==> src/rtl/fetch_control_pkg.sv <==
// Shared types and constants for the instruction fetch stage.
package fetch_control_pkg;

  typedef enum logic [0:0] {
    RUN  = 1'b0,
    HALT = 1'b1
  } fetch_state_t;

  localparam logic [5:0]  HALT_OPCODE        = 6'b111111;
  localparam logic [31:0] NOP_INSTR          = 32'h0;
  localparam int          DEFAULT_IMEM_DEPTH = 128;
  localparam int          PC_IDX_W           = $clog2(DEFAULT_IMEM_DEPTH);

endpackage

==> src/rtl/fetch_control_if_id_reg.sv <==
// IF/ID pipeline register: load a fetched word, hold on stall, or flush the valid bit.
module if_id_reg
  import fetch_control_pkg::*;
#(
  parameter int PC_W = 32
) (
  input  logic            clk,
  input  logic            rst,
  input  logic            load,
  input  logic            flush,
  input  logic [31:0]     instr_in,
  input  logic [PC_W-1:0] pc_in,
  output logic [31:0]     if_instr,
  output logic [PC_W-1:0] if_pc,
  output logic            if_valid
);

  logic [31:0]     instr_reg;
  logic [PC_W-1:0] pc_reg;
  logic            valid_reg;

  // Flush only drops the valid bit; stale payload is harmless once invalid.
  always_ff @(posedge clk) begin
    if (rst) begin
      instr_reg <= NOP_INSTR;
      pc_reg    <= '0;
      valid_reg <= 1'b0;
    end else if (flush) begin
      valid_reg <= 1'b0;
    end else if (load) begin
      instr_reg <= instr_in;
      pc_reg    <= pc_in;
      valid_reg <= 1'b1;
    end
  end

  assign if_instr = instr_reg;
  assign if_pc    = pc_reg;
  assign if_valid = valid_reg;

endmodule

==> src/rtl/fetch_control.sv <==
// Fetch stage: owns pc, handles stall/redirect/halt, feeds the IF/ID register.
// Define FETCH_COUNT_EN to build the fetched-instruction counter.
module fetch_control
  import fetch_control_pkg::*;
#(
  parameter int          PC_W       = 32,
  parameter int          IMEM_DEPTH = 128,
  parameter int unsigned RESET_PC   = 0
) (
  input  logic            clk,
  input  logic            rst,
  output logic [PC_W-1:0] pc,
  input  logic [31:0]     instr,
  input  logic            isdone,
  input  logic            stall,
  input  logic            redirect,
  input  logic [PC_W-1:0] redirect_pc,
  output logic [31:0]     if_instr,
  output logic [PC_W-1:0] if_pc,
  output logic            if_valid,
  output logic            halted,
  output logic [31:0]     fetch_count
);

  // Depth is a power of two, so masking keeps pc inside the memory.
  localparam logic [PC_W-1:0] PC_MASK      = PC_W'(IMEM_DEPTH - 1);
  localparam logic [PC_W-1:0] RESET_PC_IDX = PC_W'(RESET_PC) & PC_MASK;

  fetch_state_t    state_reg, state_next;
  logic [PC_W-1:0] pc_reg, pc_next;
  logic            load, flush;

  always_ff @(posedge clk) begin
    if (rst) begin
      state_reg <= RUN;
      pc_reg    <= RESET_PC_IDX;
    end else begin
      state_reg <= state_next;
      pc_reg    <= pc_next;
    end
  end

  always_comb begin
    state_next = state_reg;
    pc_next    = pc_reg;
    case (state_reg)
      RUN: begin
        if (redirect) begin
          pc_next = redirect_pc & PC_MASK;
        end else if (stall) begin
          pc_next = pc_reg;
        end else if (isdone) begin
          state_next = HALT;
        end else begin
          pc_next = (pc_reg == PC_MASK) ? '0 : pc_reg + PC_W'(1);
        end
      end
      default: begin
        state_next = HALT;
      end
    endcase
  end

  always_comb begin
    load   = 1'b0;
    flush  = 1'b0;
    halted = (state_reg == HALT);
    case (state_reg)
      RUN: begin
        if (redirect) begin
          flush = 1'b1;
        end else if (stall) begin
          flush = 1'b0;
        end else if (isdone) begin
          flush = 1'b1;
        end else begin
          load = 1'b1;
        end
      end
      default: begin
        flush = 1'b1;
      end
    endcase
  end

  assign pc = pc_reg;

  if_id_reg #(
    .PC_W(PC_W)
  ) u_if_id (
    .clk      (clk),
    .rst      (rst),
    .load     (load),
    .flush    (flush),
    .instr_in (instr),
    .pc_in    (pc_reg),
    .if_instr (if_instr),
    .if_pc    (if_pc),
    .if_valid (if_valid)
  );

`ifdef FETCH_COUNT_EN
  logic [31:0] count_reg;

  always_ff @(posedge clk) begin
    if (rst) begin
      count_reg <= '0;
    end else if (load) begin
      count_reg <= count_reg + 32'd1;
    end
  end

  assign fetch_count = count_reg;
`else
  assign fetch_count = '0;
`endif

endmodule
==> config.mk <==
export PLATFORM = sky130hd
export DESIGN_NAME = fetch_control
export DESIGN_NICKNAME = d
export VERILOG_FILES = /design/src/rtl/fetch_control_pkg.sv /design/src/rtl/fetch_control_if_id_reg.sv /design/src/rtl/fetch_control.sv
export SDC_FILE = /design/constraint.sdc
export NUM_CORES = 1
export LEC_CHECK = 0
export BUFFER_PORTS_ARGS = -buffer_cell sky130_fd_sc_hd__buf_2
export CAP_MARGIN = 15
export CORE_AREA = 4 4 108 121
export CTS_CLUSTER_DIAMETER = 30
export DETAILED_ROUTE_END_ITERATION = 6
export DIE_AREA = 0 0 112 125
export PLACE_DENSITY = 0.8
export SYNTH_ARGS = -nofsm -noshare
export SYNTH_HDL_FRONTEND = slang
export SYNTH_HIERARCHICAL = 1
export SYNTH_SLANG_ARGS = --single-unit
==> constraint.sdc <==
create_clock -name clk -period 2.28 [get_ports clk]
set_input_delay 0.114 -clock clk [delete_from_list [all_inputs] [get_ports clk]]
set_output_delay 0.114 -clock clk [all_outputs]
set_load 0.02 [all_outputs]
# [Word level (Yosys, flattened, before mapping)]
# Cells that the tools add are included.
# W data, S select, Z words.
[totals] output_inout_bits=130 elab_cells=28 inputBits=69 reg_bits=98
[op_classes] n_mux=14 reduce_logical=3 n_bitwise=2 n_addsub=1 eq_ne=3
[ops] op="$mux W32" n=4
[ops] op="$add A32 B1 Y32 const B" n=1
[ops] op="$eq A32 B7 Y1 const B" n=1
[ops] op="$mux W1" n=10
[ops] op="$ne A2 B1 Y1 const B" n=2
[ops] op="$reduce_and A3 Y1" n=1
[ops] op="$not A1 Y1" n=2
[ops] op="$reduce_and A2 Y1" n=1
[ops] op="$reduce_or A2 Y1" n=1

# [Longest topological paths before layout]
[depth] word_depth=6 depth_mapped=8 depth_no_buf=6

# [Cells and area by module]
# The synthesis kept the hierarchy.
[modules_own_cells] module="if_id_reg" seq_area_each_um2=1301.2 instances=1 area_each_um2=3060.4 cells_each=295
[modules_own_cells] module="fetch_control" seq_area_each_um2=660.6 instances=1 area_each_um2=2163.3 cells_each=276

# [Worst setup path after synthesis]
# No wires, ideal clock.
[synth_timing] path_kind="register -> register" start="register pc_reg[28] (netlist: pc[28])" end="register pc_reg[15] (netlist: pc[15])" arrival_time_ps=2267 setup_slack_ps=-109 n_path_buf=2 stages_incl_launch_ff=7 synth_period_minus_slack_ps=2389 setup_time_ps=122 path_cell_list="dfxtp_1 or4_1 or4_4 o31a_1 buf_6 buf_8 a221o_1"
[synth_between] elab_chain_len=5
[synth_lines] item="start: declaration" line="fetch_control.sv:30" text="logic [PC_W-1:0] pc_reg, pc_next;"
[synth_lines] item="start signal: assignment" line="fetch_control.sv:39" text="pc_reg <= pc_next;"
[synth_lines] item="$eq A32 B7 Y1" line="fetch_control.sv:55" text="pc_next = (pc_reg == PC_MASK) ? '0 : pc_reg + PC_W'(1);"
[synth_lines] item="$mux W32" line="fetch_control.sv:55"
[synth_lines] item="$mux W32" line="fetch_control.sv:52" text="end else if (isdone) begin"
[synth_lines] item="$mux W32" line="fetch_control.sv:50" text="end else if (stall) begin"
[synth_lines] item="$mux W32" line="fetch_control.sv:48" text="if (redirect) begin"
# No other way between the ends. The select of a mux whose other input is x is not followed.
# A chain may end at the register's enable or synchronous reset.

# [Final worst setup path]
[layout_timing] start="register pc_reg[31] (netlist: pc[31])" end="register pc_reg[7] (netlist: pc[7])"
# The elaborated chain is that of the path after synthesis.

==> impl_summary.txt <==
----------------------------------------------------
[Layout]
  Area grow syn2layout ... 25.3%
  Most frequent cells in the layout ... sky130_fd_sc_hd__buf_2, sky130_fd_sc_hd__dfxtp_1, sky130_fd_sc_hd__nand2b_1, sky130_fd_sc_hd__nand4bb_1, sky130_fd_sc_hd__o21ai_1
  Most common cell after layout, fill and taps aside ... sky130_fd_sc_hd__buf_2
  Utilization of the core after routing ... 0.554
  Net count of the finished layout ... 797
  Final Instance Count excl. Fillers ... 886
  Layout cell share with drive strength beyond 1 ... 0.347
  Final design area excluding fillers ... 6550 sq um
  Fill cells ... 1,050
  Inserted Diodes ... 0

[Logic synthesis]
  Cells after Synth ... 571
  Count of yosys warnings during synthesis ... 6
  Number of flip-flops and latches in the synthesized netlist ... 98
  Seq/Total Area, Yosys ... 0.376
  Library cell with the largest summed area after synthesis ... sky130_fd_sc_hd__dfxtp_1
  Top area cells in the synthesized netlist ... sky130_fd_sc_hd__dfxtp_1, sky130_fd_sc_hd__nand4bb_1, sky130_fd_sc_hd__nand2b_1
  Cell variety after synth ... 49
  Most frequently used flop master after synthesis ... sky130_fd_sc_hd__dfxtp_1
  Number of synthesized flops with an enable pin ... 0
  Netlist area before placement ... 5220 sq um
  Yosys top cell area share ... 0.376
  Avg Synthesized Cell Area ... 9.15 sq um
  Fraction of registers with async set or reset after synthesis ... 0

[STA]
  Final setup viols ... 25
  Final number of max-transition violations ... 0
  Post-route fraction of the period consumed by the critical path ... 1.05
  Setup TNS Final ... -1.85 ns
  Slew of the pin with the lowest slew margin ... 0.984 ns
  Minimum clock period after layout ... 2.40 ns
  Number of hold-slack violations in the final timing report ... 0
  Final hold slack ... 0.0421 ns
  Max-Slew Margin vs Limit ... 0.344
  Clock Skew ... 0.00619 ns
  Fmax achieved ... 0.417 GHz
  Smallest setup slack after layout ... -0.116 ns
  Setup repair after global routing missed its margin ... true

[Clock tree]
  Clk slew on worst S/H paths ... 0.07 ns
  Number of buffers created by CTS ... 9
  Clock latency on the worst-skew pair ... 0.34 ns
  Clock root buffer master ... sky130_fd_sc_hd__clkbuf_16
  CTS tree ... yes
  Sinks on the clock net ... 98
  Total number of H-tree levels ... 3
  Number of buffers between clock root and the deepest sink ... 2
  Hold buffers post-CTS ... 0

[Power]
  Proportion of power drawn by flip-flops and latches ... 0.454
  Cell area power density ... 586 nW/um^2
  Leakage ... 2.88 nW
  Internal cell power ... 2.90 mW
  Net switching share of the total power ... 0.245
  Relative contribution of combinational cells to total power ... 0.111
  Clock power frac ... 0.435
  Total power ... 3.84 mW
  Peak ir drop on the vdd network ... 378 uV
  Sw Pwr ... 940 uW

[Setup path]
  Endpoint type of the worst setup path ... register
  Startpoint-to-endpoint class of the critical path ... reg -> reg
  Depth of the worst register-to-register path ... 7
  Type of origin of the critical path ... register
  Maximum fanout count along the critical path ... 6
  Worst path arrival time ... 2.62 ns
  Crit path required time ... 2.50 ns

[Run status]
  Failing checks ... setup timing
  Result of the run ... finished, violations left

[Detailed routing]
  DRT antenna net count ... 0
  Router iterations before antenna repair ... 5
  Iter 0 DRT Violations ... 574
  Vias ... 4,895
  Avg WL per Cell ... 16.5 um
  Average vias per placed instance ... 5.52
  DR DRC count ... 0
  Total routed wirelength ... 14.6 mm

[Hold path]
  Hold Path Depth ... 3
  Class of the most critical hold timing path ... in -> reg

[Floorplanning]
  Top Ports ... 199
  Die footprint ... 14,000 sq um
  Area of the core ... 11,800 sq um
  Effective utilization at floorplan ... 0.442
  Die height ... 125 um
  Number of rows created at floorplan ... 42
  Die width ... 112 um

[Flow run]
  Count of max-cap constraint violations ... 0

[Global routing]
  Via count of the first global-routing pass ... 4,529
  Global-route congestion overflow total ... 0
  Total GRT Usage ... 0.199
  Pin count of the biggest net entering global routing ... 138
  Wire length of the first global-routing pass ... 23.3 mm
  Antenna violations before repair ... 0

[Placed design]
  Placement Setup Slack ... -0.152 ns
  # placed instances ... 866
  Count of input and output buffers ... 141
  Estimated wirelength of the detail-placed design ... 9.86 mm
  Post-detailed-placement cell area ... 6080 sq um
  GPL Wtd Cong ... 0.902

----------------------------------------------------
==> final cells by class <==
type,count,area [sq um],share of cell area
well taps,154,193,0.0294
clock inverters,6,88.8,0.0136
multi-input cells,421,2910,0.444
repair buffers,194,1130,0.173
clock buffers,10,239,0.0365
flip-flops and latches,98,1970,0.301
inverters,3,11.3,0.00172
==> power by group through the flow <==
stage	combinational, mW	clock, mW	sequential (mW)
global route	0.460	1.76	1.74
detailed placement	0.411	0	1.78
floorplan	0.306	0	1.81
CTS	0.417	1.69	1.74
global placement	0.409	0	1.78
finish	0.426	1.67	1.74
==> cells in the mapped netlist (all sizes together), types with 9 or more instances <==
cell type,number
nor2,23
and3,9
nand2,21
dfxtp,98
clkbuf,13
nand4bb,64
a31oi,15
nand2b,66
nand3,14
a21o,12
buf,68
o21ai,75
nand4,14
a21oi,9
nor3,10
==> path summary, 6_finish.rpt <==
check              startpoint                   to  slack (ns)
min reg2reg  u_if_id/if_pc[9]     u_if_id/if_pc[9]        0.46
min                  instr[0]  u_if_id/if_instr[0]        0.04
max reg2reg            pc[31]                pc[7]       -0.12
max                    pc[31]                pc[7]       -0.12
==> logic make-up (layout without fill, tap and decap cells) <==
logic type	after synthesis	count (layout)	share of synthesized area
DFF	98	98	0.376
adders and majority gates	1	1	0.00239
other	1	32	0.000718
buffers and inverters	84	213	0.111
and+or+nand+nor	247	247	0.335
AOI/OAI and AO/OA	137	138	0.170
muxes	3	3	0.00575
==> metal layers <==
layer	GRT usage	vias up	part of all wire
li1	-	2349	-
met1	0.275	2296	0.44
met2	0.306	217	0.45
met3	0.0377	33	0.078
met4	0.0849	0	0.028
met5	0	-	0
==> timing repair <==
item	4_1_cts	5_1_grt
pin swaps	11	4
resized for setup	11	13
gates cloned	1	1
endpoints found under the setup margin	27	29
buffers inserted	2	0
==> critical path, stage by stage (launching register included) <==
cell	delay [ns]
sky130_fd_sc_hd__dfxtp_2	0.32
sky130_fd_sc_hd__or4_4	0.52
sky130_fd_sc_hd__or4_4	0.58
sky130_fd_sc_hd__buf_4	0.15
sky130_fd_sc_hd__o31a_1	0.33
sky130_fd_sc_hd__buf_6	0.17
sky130_fd_sc_hd__o21ai_0	0.08
sky130_fd_sc_hd__a31oi_1	0.10
Power figures use the tool's default switching activity.
